$ cat config.mk
export PLATFORM = sky130hd
export DESIGN_NAME = stevej_watchdog_kicker
export DESIGN_NICKNAME = d
export VERILOG_FILES = /design/src/rtl/stevej_watchdog_kicker.sv
export SDC_FILE = /design/constraint.sdc
export NUM_CORES = 1
export LEC_CHECK = 0
export BUFFER_PORTS_ARGS = -buffer_cell sky130_fd_sc_hd__buf_2
export CAP_MARGIN = 40
export CORE_MARGIN = 2
export CORE_UTILIZATION = 30
export CTS_BUF_LIST = sky130_fd_sc_hd__clkbuf_4 sky130_fd_sc_hd__clkbuf_8
export DETAILED_ROUTE_END_ITERATION = 10
export HOLD_SLACK_MARGIN = 0.06
export MAX_ROUTING_LAYER = met4
export PLACE_DENSITY = 0.51
export SLEW_MARGIN = 40
export SYNTH_ARGS = -nofsm -noshare
export SYNTH_HDL_FRONTEND = slang
export SYNTH_SLANG_ARGS = --single-unit
$ cat constraint.sdc
create_clock -name clk -period 5.2 [get_ports clk]
set_input_delay 0.26 -clock clk [delete_from_list [all_inputs] [get_ports clk]]
set_output_delay 0.26 -clock clk [all_outputs]
set_load 0.02 [all_outputs]
$ cat src/rtl/stevej_watchdog_kicker.sv
// TinyQV bus initiator: programs the watchdog windows, enables it, then pats it periodically.
// Define KICKER_READBACK_EN to read both window registers back and verify them before enabling.
module stevej_watchdog_kicker #(
  parameter int TIMEOUT = 15,
  parameter int CNT_W   = 32
) (
  input  logic             clk,
  input  logic             rst,
  input  logic             start,
  input  logic             stop,
  input  logic [CNT_W-1:0] win_start,
  input  logic [CNT_W-1:0] win_close,
  input  logic [CNT_W-1:0] pat_at,
  input  logic             wdt_irq,
  output logic [5:0]       address,
  output logic [31:0]      data_out,
  output logic [1:0]       data_write_n,
  output logic [1:0]       data_read_n,
  input  logic [31:0]      data_in,
  input  logic             data_ready,
  output logic             running,
  output logic [15:0]      pat_count,
  output logic             missed,
  output logic             cfg_error,
  output logic             bus_err
);

  localparam int TW = (TIMEOUT > 1) ? $clog2(TIMEOUT) : 1;

  typedef enum logic [3:0] {
    IDLE, WR_WS, WR_WC, WR_EN, WAIT, WR_PAT, WR_DIS
`ifdef KICKER_READBACK_EN
    , RD_WS, RD_WC
`endif
  } state_t;

  state_t           state, state_d;
  logic [CNT_W-1:0] ws_q, wc_q, pa_q, cnt;
  logic [TW-1:0]    timer;
  logic             pend;
  logic             bus_act, accept, tmo, halt, cfg_ok, start_ok, in_bus;
  logic             issue, req_rd;
  logic [5:0]       req_addr;
  logic [31:0]      req_data;

  assign bus_act  = (data_write_n == 2'b10) || (data_read_n == 2'b10);
  assign accept   = bus_act && data_ready;
  assign tmo      = bus_act && !data_ready && (timer == TW'(TIMEOUT - 1));
  assign halt     = stop || (wdt_irq && running);
  assign cfg_ok   = (win_start < win_close) && (win_start < pat_at) && (pat_at < win_close);
  assign start_ok = (state == IDLE) && start && !stop && cfg_ok;
  assign in_bus   = (state != IDLE) && (state != WAIT);

`ifdef KICKER_READBACK_EN
  logic rd_bad_q, rd_mis;
  assign rd_mis = rd_bad_q || (data_in != 32'(wc_q));
`endif

  always_ff @(posedge clk or posedge rst) begin
    if (rst) state <= IDLE;
    else     state <= state_d;
  end

  always_comb begin
    state_d  = state;
    issue    = 1'b0;
    req_rd   = 1'b0;
    req_addr = 6'd0;
    req_data = 32'd0;
    case (state)
      WR_WS:  begin req_addr = 6'd1; req_data = 32'(ws_q); end
      WR_WC:  begin req_addr = 6'd2; req_data = 32'(wc_q); end
      WR_EN:  req_data = 32'd1;
      WR_PAT: req_addr = 6'd3;
`ifdef KICKER_READBACK_EN
      RD_WS:  begin req_addr = 6'd1; req_rd = 1'b1; end
      RD_WC:  begin req_addr = 6'd2; req_rd = 1'b1; end
`endif
      default: ;
    endcase
    case (state)
      IDLE: if (start_ok) state_d = WR_WS;
      // an interrupt or stop outranks a due PAT
      WAIT: begin
        if (halt)             state_d = WR_DIS;
        else if (cnt == pa_q) state_d = WR_PAT;
      end
      default: begin
        issue = !bus_act;
        if (tmo) state_d = IDLE;
        else if (accept) begin
          if (state == WR_DIS) state_d = IDLE;
`ifdef KICKER_READBACK_EN
          else if (state == RD_WC && rd_mis) state_d = IDLE;
`endif
          else if (halt || pend) state_d = WR_DIS;
          else begin
            case (state)
              WR_WS: state_d = WR_WC;
`ifdef KICKER_READBACK_EN
              WR_WC: state_d = RD_WS;
              RD_WS: state_d = RD_WC;
              RD_WC: state_d = WR_EN;
`else
              WR_WC: state_d = WR_EN;
`endif
              default: state_d = WAIT;
            endcase
          end
        end
      end
    endcase
  end

  // Bus request registers: an accept always leaves one idle cycle before the next issue.
  always_ff @(posedge clk or posedge rst) begin
    if (rst) begin
      address      <= '0;
      data_out     <= '0;
      data_write_n <= 2'b11;
      timer        <= '0;
    end else if (issue) begin
      address  <= req_addr;
      data_out <= req_data;
      timer    <= '0;
      if (!req_rd) data_write_n <= 2'b10;
    end else if (accept || tmo) begin
      data_write_n <= 2'b11;
    end else if (bus_act) begin
      timer <= timer + 1'b1;
    end
  end

`ifdef KICKER_READBACK_EN
  always_ff @(posedge clk or posedge rst) begin
    if (rst) begin
      data_read_n <= 2'b11;
      rd_bad_q    <= 1'b0;
    end else begin
      if (issue && req_rd)    data_read_n <= 2'b10;
      else if (accept || tmo) data_read_n <= 2'b11;
      if (accept && state == RD_WS) rd_bad_q <= (data_in != 32'(ws_q));
    end
  end
`else
  logic unused_data_in;
  assign unused_data_in = ^data_in;
  assign data_read_n    = 2'b11;
`endif

  always_ff @(posedge clk or posedge rst) begin
    if (rst) begin
      ws_q      <= '0;
      wc_q      <= '0;
      pa_q      <= '0;
      cnt       <= '0;
      pend      <= 1'b0;
      running   <= 1'b0;
      pat_count <= '0;
      missed    <= 1'b0;
      cfg_error <= 1'b0;
      bus_err   <= 1'b0;
    end else begin
      if (start_ok) begin
        ws_q      <= win_start;
        wc_q      <= win_close;
        pa_q      <= pat_at;
        pat_count <= '0;
        missed    <= 1'b0;
        cfg_error <= 1'b0;
        bus_err   <= 1'b0;
      end else begin
        if (state == IDLE && start && !stop) cfg_error <= 1'b1;
`ifdef KICKER_READBACK_EN
        if (accept && state == RD_WC && rd_mis) cfg_error <= 1'b1;
`endif
        if (wdt_irq && running) missed <= 1'b1;
        if (tmo) bus_err <= 1'b1;
        if (accept && state == WR_PAT && pat_count != 16'hFFFF) pat_count <= pat_count + 1'b1;
      end
      if (tmo || (accept && state == WR_DIS)) running <= 1'b0;
      else if (accept && state == WR_EN)      running <= 1'b1;
      if (state != WAIT && state_d == WAIT) cnt <= '0;
      else if (state == WAIT)               cnt <= cnt + 1'b1;
      // stop/interrupt seen mid-transaction is held until that transaction resolves
      if (!in_bus || state == WR_DIS || accept || tmo) pend <= 1'b0;
      else if (halt)                                  pend <= 1'b1;
    end
  end

endmodule

* Yosys cells after proc, flatten, opt, wreduce, memory -nomap -nowiden
Cells that the tools add are included.
Word-level totals: flip-flop bits (word level) 197, input port bits 134, output and inout bits 62, word-level logic and storage cells 104
Cells by class: add/sub/neg operators 3, magnitude comparators 3, eq/ne operators 13, mux-type cells 31, reduce and logical (&&, ||, !) cells 39
Operators by type and width (number):
- $lt 32x32->1 | 3
- $pmux 32 s3 | 1
- $mux 32 | 2
- $add 32x1->32 const B | 1
- $eq 32x32->1 | 1
- $mux 16 | 2
- $mux 4 | 8
- $reduce_bool 2->1 | 9
- $add 16x1->16 const B | 1
- $eq 4x3->1 const B | 4
- $ne 16x16->1 const B | 1
- $logic_and 1x1->1 | 15
- $mux 1 | 11
- $eq 4x2->1 const B | 2
- $pmux 4 s2 | 1
- $logic_or 1x1->1 | 7
- $mux 3 | 2
- $pmux 2 s3 | 1
- $pmux 3 s2 | 1
- $add 4x1->4 const B | 1
- $eq 4x1->1 const B | 1
- $eq 4x4->1 const B | 1
- $logic_not 1->1 | 4
- $logic_not 4->1 | 1
- other kinds (7) | 8

* Logic depth before layout (Yosys ltp)
Gate-level depths: netlist of the first run.
word-level depth 11, gate-level depth with buffers 11

* Worst setup path before layout of the first run
No wires, ideal clock.
path kind input port to flip-flop, start point in win_close[31], end point reg pa_q[0], data arrival time 2.574 ns, path slack 2.501 ns, stages 10, buffers on the path 2, path through inv_1 > ha_1 > a2111o_1 > a2111oi_2 > nand4b_1 > a2111oi_2 > o311ai_2 > buf_6 > buf_6 > mux2_4
Between the ends: longest elaborated chain between the ends 4, elaborated cells between the ends (all ways) 5
Ends and longest elaborated chain:
- from (decl) | line 12 | input logic [CNT_W-1:0] win_close,
- $lt 32x32->1 | line 50 | assign cfg_ok = (win_start < win_close) && (win_start < pat_at) && (pat_at < win_close);
- $logic_and 1x1->1 | line 50
- $logic_and 1x1->1 * | line 50
- $logic_and 1x1->1 * | line 51 | assign start_ok = (state == IDLE) && start && !stop && cfg_ok;
- to (signal assigned) | line 167 | pa_q <= pat_at;
- to (decl) | line 38 | logic [CNT_W-1:0] ws_q, wc_q, pa_q, cnt;
Every way passes the cells marked *; elsewhere a longest branch is shown, timed or not. A chain may end at the register's enable or synchronous reset.

* Worst setup path after layout of the first run
start point reg state[3], end point reg pa_q[1]
Between the ends: longest elaborated chain between the ends 4
Ends and longest elaborated chain:
- from (decl) | line 37 | state_t state, state_d;
- from (signal assigned) | line 61 | else state <= state_d;
- $logic_not 4->1 | line 51
- $logic_and 1x1->1 (3 in series) | line 51
Every way passes these cells.

==> flow_summary_export.csv, run 1 <==
group,metric,value,unit
run_status,status,"complete, no violations",
yosys,synthesis.area,11000,µm²
routing,remaining_drc_errors,0,
clocking,clk_path_buf_depth,2,
power_and_ir_drop,p_per_area,387,nW/µm²
yosys,synth_top_area_frac,0.435,
run,drv_cap,0,
yosys,yosys.cell_types.count,59,
sta,period_share,0.765,
sta,slew_viol_final,0,
clocking,root_buffer,"clkbuf_8",
clocking,htreeDepth,4,
global_route,grtUsageTotal,0.163,
sta,fmax,251,MHz
clocking,cts_resized,0,
layout,fin_cells,1782,
layout,utilization,0.377,
yosys,yosysTopAreaCell,"dfrtp_1",
sta,slew_headroom,0.508,
worst_setup_path,critPathMaxFanout,34,
global_route,grt_pass1_wl,47.3,mm
clocking,cts_inserted_buffers,17,
worst_setup_path,crit_arrival,4.35,ns
yosys,synthArstFlopShare,1.00,
layout,drive_gt1_frac,0.247,
sta,final-setup-viol-count,0,
floorplan,die_w,195,µm
layout,syn_to_final_growth,24.7,%
sta,rsz0062_at_grt,"no",
power_and_ir_drop,finalPower,5.31,mW
floorplan,die_h,195,µm
clocking,numClockSinks,192,
power_and_ir_drop,peakVddDrop,0.183,mV
layout,diodes,0,
placement,port_buffers,156,
yosys,yosysSeqAreaShare,0.438,
layout,final_nets,1535,
floorplan,start_util,0.302,
worst_setup_path,r2r_slack,1.22,ns
global_route,grt_pass1_vias,8661,
yosys,synth-seq-cells,192,
global_route,overflow,0,
placement,place_congestion,0.822,
worst_setup_path,crit_path_start_kind,"flop",
routing,wl_per_cell,16.5,µm
sta,final_hold_viol_count,0,
routing,num_vias,8615,
routing,ant_nets,0,
sta,tightest_slew,0.735,ns
worst_setup_path,path_cells,"nor2_1 -> o211ai_1 -> a2111oi_2 -> nand4b_1 -> a2111oi_2 -> o311ai_4 -> buf_4 -> buf_4 -> buf_12 -> mux2_4",
clocking,clkTransAtPathRegs,0.10,ns
yosys,yosysWarningCount,0,
routing,drt-pass1-iter-count,5,
yosys,ys_top_cells_by_area,"dfrtp_1 44%, ha_1 11%, mux2_2 8.1%, nand2_1 3.6%, o21ai_0 3.3%",
placement,place_hpwl,21.7,mm
yosys,syn_area_per_cell,10.3,µm²
worst_setup_path,endpoint_kind,"flop",
global_route,grt_max_degree,80,
sta,skew,0.0158,ns
yosys,syn_inst,1062,
worst_setup_path,max_stage_delay,0.69,ns
worst_setup_path,crit_slowest_cell,"nor2_1",
floorplan,core.rowCount,70,
sta,tns,0,ns
floorplan,design.die.area,38200,µm²
global_route,antenna_found_initial,0,
layout,n_fill_cell,3573,
routing,first_iter_violations,386,
clocking,cts_tree,"done",
routing,finalWirelength,29.5,mm
power_and_ir_drop,leakagePower,6.54,nW
yosys,synth_edf_count,0,
worst_setup_path,worstPathRequired,5.57,ns
clocking,clk_latency,0.49,ns
sta,fin_crit,3.98,ns
floorplan,fp.coreArea,36300,µm²
worst_setup_path,worstSetupPathType,"reg2reg",
yosys,synth-main-ff-cell,"dfrtp_1",
sta,whs,0.0954,ns
routing,via_per_inst,4.83,
floorplan,io-pin-count,196,
min_path,hold_path.class,"in2reg",
placement,place_inst,1657,
## worst paths after layout
check / startpoint / to / cells past startpoint
hold reg to reg: data_out[2] / data_out[2] / 2
setup / recovery: state[3] / pa_q[1] / 10
setup reg to reg: state[3] / pa_q[1] / 10
hold / removal: pat_at[24] / pa_q[24] / 2
min in group asynchronous: rst / address[1] / 3
max in group asynchronous: rst / data_out[12] / 6
## power breakdown
part / internal (mW) / total, mW / switching (mW)
Clock: 0.488 / 1.05 / 0.563
Sequential: 2.01 / 2.40 / 0.392
Combinational: 0.858 / 1.85 / 0.996
## metal layers
metal  routed length, µm  share of wire  up-vias  track usage
li1                    -              -     4231            -
met5                   0              0        -            -
met4                 471          0.016        0       0.0433
met1               14500           0.49     4200        0.220
met2               13600           0.46      160        0.253
met3                 930          0.032       24       0.0294
## flip-flops by register name, summed over array words and instances, names as in the netlist, 2 cells and up
name / flops
timer: 4
ws_q: 32
cnt: 32
state: 4
wc_q: 32
address: 2
pat_count: 16
data_out: 32
pa_q: 32
## cell usage after synthesis (all sizes together), types with 20 or more instances
| master | count |
|---|---|
| ha | 97 |
| nor2 | 43 |
| xnor2 | 41 |
| o21ai | 74 |
| clkbuf | 24 |
| nand4 | 27 |
| inv | 74 |
| and2 | 23 |
| a22oi | 31 |
| nand3 | 26 |
| dfrtp | 191 |
| mux2 | 99 |
| a21oi | 41 |
| nand2 | 106 |
| buf | 20 |
## cell type report
class / instances / area (µm²) / share of cell area
Clock buffer: 18 / 248 / 0.0181
Clock inverter: 11 / 158 / 0.0115
Inverter: 74 / 282 / 0.0205
Multi-Input combinational cell: 757 / 5740 / 0.419
Sequential cell: 192 / 4810 / 0.351
Tap cell: 468 / 586 / 0.0427
Timing Repair Buffer: 262 / 1880 / 0.137
## stage by stage
stage,setup WS (ns),area [µm²]
finish,1.22,13700
global route,0.983,13700
CTS,1.21,13700
detailed placement,1.24,12300
global placement,1.34,12300
floorplan,2.46,11000
## worst max-delay path: cells and delay by family, from the launching register on
kind                   cells  cell delay [ns]
buffers and inverters      3             0.87
AND/OR/NAND/NOR            2             0.89
flip-flops                 1             0.64
multiplexers               1             0.31
AO/OA/AOI/OAI              4             1.13
## cells by family after synthesis
logic type	count (synthesis)	share of synthesized area
simple gates	291	0.134
compound gates	207	0.118
flops	192	0.438
buf+inv	118	0.0459
mux	100	0.109
fa+ha+maj	97	0.111
xor+xnor	55	0.0439
other cells	2	0.000684
## timing repair
action,in CTS,in global routing
hold buffers,95,0
hold endpoints to repair,120,0
buffers inserted,0,0
## cell usage in the layout, fill, tap and decap left out, drive strengths merged, types with 31 or more instances in the layout
| cell type | synthesis | final |
|---|---|---|
| ha | 97 | 97 |
| a21oi | 41 | 41 |
| mux2 | 99 | 99 |
| dlygate4sd3 | 0 | 95 |
| nor2 | 43 | 43 |
| buf | 20 | 167 |
| inv | 74 | 77 |
| nand2 | 106 | 106 |
| xnor2 | 41 | 41 |
| a22oi | 31 | 31 |
| dfrtp | 191 | 191 |
| o21ai | 74 | 74 |
Power figures use the tool's default switching activity.
==> inputs of run 2 (changes only) <==
--- a/config.mk
+++ b/config.mk
@@ -13,7 +13,7 @@
 export DETAILED_ROUTE_END_ITERATION = 10
 export HOLD_SLACK_MARGIN = 0.06
 export MAX_ROUTING_LAYER = met4
-export PLACE_DENSITY = 0.51
+export PLACE_DENSITY = 0.49
 export SLEW_MARGIN = 40
 export SYNTH_ARGS = -nofsm -noshare
 export SYNTH_HDL_FRONTEND = slang
==> constraint.sdc (replaced) <==
create_clock -name clk -period 3.8 [get_ports clk]
set_input_delay 0.19 -clock clk [delete_from_list [all_inputs] [get_ports clk]]
set_output_delay 0.19 -clock clk [all_outputs]
set_load 0.02 [all_outputs]
==> flow_summary_export.csv, run 2 (synthesized netlist as in run 1, its figures left out) <==
group,metric,value,unit
placement,port_buffers,156,
power_and_ir_drop,p_sw,2.72,mW
clocking,clk_latency,0.51,ns
floorplan,core.rowCount,70,
power_and_ir_drop,p_int,4.65,mW
placement,place_hpwl,22.0,mm
sta,tightest_slew,0.707,ns
clocking,clk_path_buf_depth,2,
floorplan,fp.coreArea,36300,µm²
sta,slew_headroom,0.527,
routing,wl_per_cell,16.7,µm
power_and_ir_drop,leakagePower,6.61,nW
clocking,cts_inserted_buffers,17,
worst_setup_path,critical_path.endpoint,"pa_q[1]",
global_route,grt_use_met2,0.256,
placement,dpl_cell_area,12300,µm²
routing,num_vias,8702,
placement,place_congestion,0.848,
layout,final_nets,1547,
sta,slew_viol_final,0,
layout,utilization,0.379,
floorplan,design.die.area,38200,µm²
power_and_ir_drop,power.clock.fraction,0.208,
floorplan,start_util,0.302,
worst_setup_path,worstSetupPathType,"reg2reg",
sta,fin_crit,3.26,ns
routing,remaining_drc_errors,0,
layout,drive_gt1_frac,0.250,
worst_setup_path,critPathMaxFanout,94,
worst_setup_path,worstPathRequired,4.19,ns
global_route,grtUsageTotal,0.166,
power_and_ir_drop,seq_power_share,0.440,
worst_setup_path,crit_arrival,3.65,ns
global_route,grt_pass1_vias,8644,
worst_setup_path,endpoint_kind,"flop",
clocking,post_cts_buffers,0,
sta,tns,0,ns
routing,drt-pass1-iter-count,6,
run,drv_cap,0,
layout,syn_to_final_growth,25.4,%
power_and_ir_drop,switching_share,0.369,
power_and_ir_drop,peakVddDrop,0.300,mV
sta,rsz0062_at_grt,"no",
floorplan,die_w,195,µm
floorplan,io-pin-count,196,
global_route,grt_use_met3,0.0295,
worst_setup_path,reg2reg_from,"state[2]",
min_path,hold_path.class,"in2reg",
worst_setup_path,r2r-end,"pa_q[1]",
routing,first_iter_violations,387,
routing,via_per_inst,4.84,
worst_setup_path,r2r_slack,0.54,ns
sta,final_hold_viol_count,0,
worst_setup_path,cp-startpoint,"state[2]",
routing,ant_nets,0,
run_status,status,"complete, no violations",
global_route,grt.busiest_layer,"met2",
power_and_ir_drop,p_per_area,535,nW/µm²
global_route,grt_max_degree,95,
sta,period_share,0.858,
layout,final_common_cell,"dfrtp_1",
global_route,grtUsageMet1,0.228,
layout,mostFrequentLayoutCells,"191 x dfrtp_1, 156 x buf_2, 106 x nand2_1, 100 x dlygate4sd3_1, 97 x ha_1",
global_route,antenna_found_initial,1,
power_and_ir_drop,pwr-share-comb,0.352,
clocking,root_buffer,"clkbuf_8",
clocking,clkTransAtPathRegs,0.12,ns
worst_setup_path,crit_path_start_kind,"flop",
clocking,cts_tree,"done",
worst_setup_path,rr_worst_depth,8,
sta,fmax,307,MHz
floorplan,die_h,195,µm
sta,skew,0.0254,ns
power_and_ir_drop,finalPower,7.37,mW
sta,final-setup-viol-count,0,
layout,diodes,0,
clocking,numClockSinks,192,
global_route,grt_pass1_wl,48.0,mm
clocking,htreeDepth,4,
global_route,overflow,0,
layout,final_cell_area,13800,µm²
routing,finalWirelength,30.0,mm
run 2: final cells by class:
class                      instances  area, µm²
sequential                       192       4810
inverter                          74        282
multi-input combinational        757       5720
clock buffer                      19        262
tap                              468        586
fill                            3598      22600
timing repair buffer             274       1940
clock inverter                    13        173
run 2: timing repair:
action,in CTS,in global routing
gates resized for setup,0,0
hold buffers,100,0
hold endpoints to repair,121,0
run 2: critical path, cell delays in order, from the launching register on:
cell and delay (ns):
dfrtp_1 0.52, nor2_1 0.57, o211ai_1 0.22, a2111oi_2 0.34, nand4b_1 0.17, a2111oi_2 0.41
o311ai_4 0.19, buf_12 0.29, mux2_4 0.36
run 2: worst min-delay path by stage:
stage / start / end / slack [ns] / cells past startpoint
3_5_place_dp: rst / wc_q[1] / 0.34 / 2
5_1_grt: data_ready / timer[1] / 0.11 / 4
3_3_place_gp: rst / wc_q[1] / 0.34 / 2
2_1_floorplan: pat_at[0] / pa_q[0] / 0.34 / 1
4_1_cts: data_ready / timer[1] / 0.07 / 4
6_report: data_ready / timer[1] / 0.11 / 4
run 2: layer usage:
metal	wire, µm	part of all wire	vias up
li1	-	-	4262
met5	0	0	-
met2	13600	0.46	174
met3	1040	0.035	19
met1	14900	0.50	4247
met4	384	0.013	0
run 2: through the flow:
stage / setup WS, ns / instances / hold slack [ns]
finish: 0.540 / 1797 / 0.108
global route: 0.422 / 1797 / 0.111
CTS: 0.555 / 1797 / 0.0737
detailed placement: 0.598 / 1665 / 0.336
global placement: 0.628 / 1665 / 0.338
floorplan: 1.13 / 1067 / 0.339
run 2: power by group through the flow:
stage,combinational [mW],sequential (mW),clock (mW)
CTS,2.62,3.25,1.58
floorplan,1.58,3.34,0
detailed placement,2.53,3.29,0
global placement,2.50,3.27,0
finish,2.59,3.24,1.53
global route,2.86,3.34,1.65
==> inputs of run 3 (changes only) <==
--- a/config.mk
+++ b/config.mk
@@ -8,12 +8,12 @@
 export BUFFER_PORTS_ARGS = -buffer_cell sky130_fd_sc_hd__buf_2
 export CAP_MARGIN = 40
 export CORE_MARGIN = 2
-export CORE_UTILIZATION = 30
+export CORE_UTILIZATION = 50
 export CTS_BUF_LIST = sky130_fd_sc_hd__clkbuf_4 sky130_fd_sc_hd__clkbuf_8
 export DETAILED_ROUTE_END_ITERATION = 10
 export HOLD_SLACK_MARGIN = 0.06
 export MAX_ROUTING_LAYER = met4
-export PLACE_DENSITY = 0.49
+export PLACE_DENSITY = 0.74
 export SLEW_MARGIN = 40
 export SYNTH_ARGS = -nofsm -noshare
 export SYNTH_HDL_FRONTEND = slang
==> flow_summary_export.csv, run 3 (synthesized netlist as in run 1, its figures left out) <==
group,metric,value,unit
sta,rsz0062_at_grt,"no",
floorplan,fp.coreArea,21700,µm²
routing,first_iter_violations,470,
floorplan,start_util,0.506,
worst_setup_path,r2r_slack,0.69,ns
layout,final_nets,1543,
sta,slew_headroom,0.586,
floorplan,core.rowCount,54,
routing,remaining_drc_errors,0,
worst_setup_path,crit_arrival,3.49,ns
placement,port_buffers,156,
routing,ant_nets,0,
worst_setup_path,path_cells,"nor4b_4 -> o211ai_1 -> a2111oi_2 -> nand4b_1 -> a2111oi_2 -> o311ai_4 -> buf_12 -> mux2_4",
worst_setup_path,path_buf_inv,1,
global_route,grt_max_degree,159,
sta,tightest_slew,0.615,ns
global_route,grt_pass1_vias,9188,
min_path,hold_path.class,"in2reg",
clocking,root_buffer,"clkbuf_8",
routing,drt-pass1-iter-count,5,
layout,fin_cells,1605,
worst_setup_path,endpoint_kind,"flop",
worst_setup_path,critPathTopFamily,"compound AO/OA/AOI/OAI gates",
layout,mostFrequentLayoutCells,"191 x dfrtp_1, 156 x buf_2, 106 x nand2_1, 100 x dlygate4sd3_1, 97 x ha_1",
global_route,grtUsageTotal,0.254,
worst_setup_path,critPathMaxFanout,82,
clocking,htreeDepth,4,
layout,n_fill_cell,1718,
placement,place_congestion,0.873,
clocking,numClockSinks,192,
sta,fin_crit,3.11,ns
sta,tns,0,ns
placement,place_hpwl,18.9,mm
routing,via_per_inst,5.53,
floorplan,die_h,152,µm
routing,num_vias,8873,
clocking,cts_tree,"done",
worst_setup_path,worstSetupPathType,"reg2reg",
sta,fmax,322,MHz
clocking,clk_path_buf_depth,2,
worst_setup_path,worstPathRequired,4.18,ns
clocking,clkTransAtPathRegs,0.11,ns
sta,final-setup-viol-count,0,
worst_setup_path,crit_slowest_cell,"dfrtp_1",
clocking,cts_resized,0,
worst_setup_path,max_stage_delay,0.59,ns
sta,skew,0.0202,ns
routing,finalWirelength,27.8,mm
layout,final_common_cell,"dfrtp_1",
floorplan,die_w,152,µm
clocking,clk_latency,0.49,ns
power_and_ir_drop,leakagePower,6.57,nW
routing,wl_per_cell,17.3,µm
floorplan,io-pin-count,196,
sta,period_share,0.818,
floorplan,design.die.area,23200,µm²
run,drv_cap,0,
layout,drive_gt1_frac,0.248,
layout,syn_to_final_growth,22.9,%
layout,diodes,0,
run_status,status,"complete, no violations",
clocking,cts_inserted_buffers,17,
sta,slew_viol_final,0,
placement,place_inst,1472,
global_route,antenna_found_initial,1,
global_route,overflow,0,
global_route,grt_pass1_wl,46.6,mm
sta,final_hold_viol_count,0,
power_and_ir_drop,peakVddDrop,0.294,mV
power_and_ir_drop,p_per_area,535,nW/µm²
worst_setup_path,crit_path_start_kind,"flop",
worst_setup_path,crit_top_cell,"a2111oi_2",
[run 3: cell count changes in the layout (fill, tap and decap cells not counted), moves of 2 or more]
cell	change
clkinv_8	+2
inv_6	-5
bufinv_16	-2
buf_4	-5
clkbuf_8	-2
clkinvlp_4	+2
inv_8	+5
[run 3: repair_timing]
| action | in CTS | in global routing |
|---|---|---|
| hold buffers | 100 | 0 |
| endpoints found under the hold margin | 289 | 0 |
| setup buffers | 0 | 0 |
| endpoints found under the setup margin | 0 | 0 |
[run 3: worst paths after layout]
kind / to / start / cells after the start
min reg2reg: data_out[12] / data_out[12] / 2
max reg2reg: pa_q[1] / state[1] / 8
min in group asynchronous: data_out[3] / rst / 4
max: pa_q[1] / state[1] / 8
min: timer[0] / data_ready / 4
max in group asynchronous: wc_q[20] / rst / 5
[run 3: where the power goes]
| part | switching (mW) | internal (mW) |
|---|---|---|
| sequential | 0.541 | 2.75 |
| clock | 0.835 | 0.553 |
| combinational | 1.34 | 1.19 |
[run 3: stage by stage]
step,instance area (µm²),hold WS (ns),setup slack (ns),total power [mW],utilization
floorplan,11000,0.339,1.13,4.92,-
global placement,12100,0.376,0.747,5.64,0.556
detailed placement,12100,0.378,0.754,5.74,0.556
CTS,13500,0.105,0.713,7.20,0.621
global route,13500,0.167,0.494,7.68,0.622
finish,13500,0.134,0.690,7.22,0.622
[run 3: routing by layer]
layer / track usage / wire, µm / vias to the layer above
li1: - / - / 4241
met1: 0.330 / 12400 / 4321
met2: 0.414 / 13600 / 269
met3: 0.0418 / 1380 / 42
met4: 0.0721 / 512 / 0
met5: - / 0 / -
[run 3: layout make-up]
class	count	area, µm²	share of cell area
Multi-Input combinational cell	757	5720	0.424
Sequential cell	192	4810	0.356
Timing Repair Buffer	270	1930	0.143
Tap cell	280	350	0.0260
Inverter	74	282	0.0209
Clock buffer	17	234	0.0173
Clock inverter	15	173	0.0128
[run 3: worst min-delay path, delay by kind of cell]
family | cells | cell delay (ns)
AOI/OAI and AO/OA | 2 | 0.15
buffers and inverters | 1 | 0.12
and+or+nand+nor | 1 | 0.11
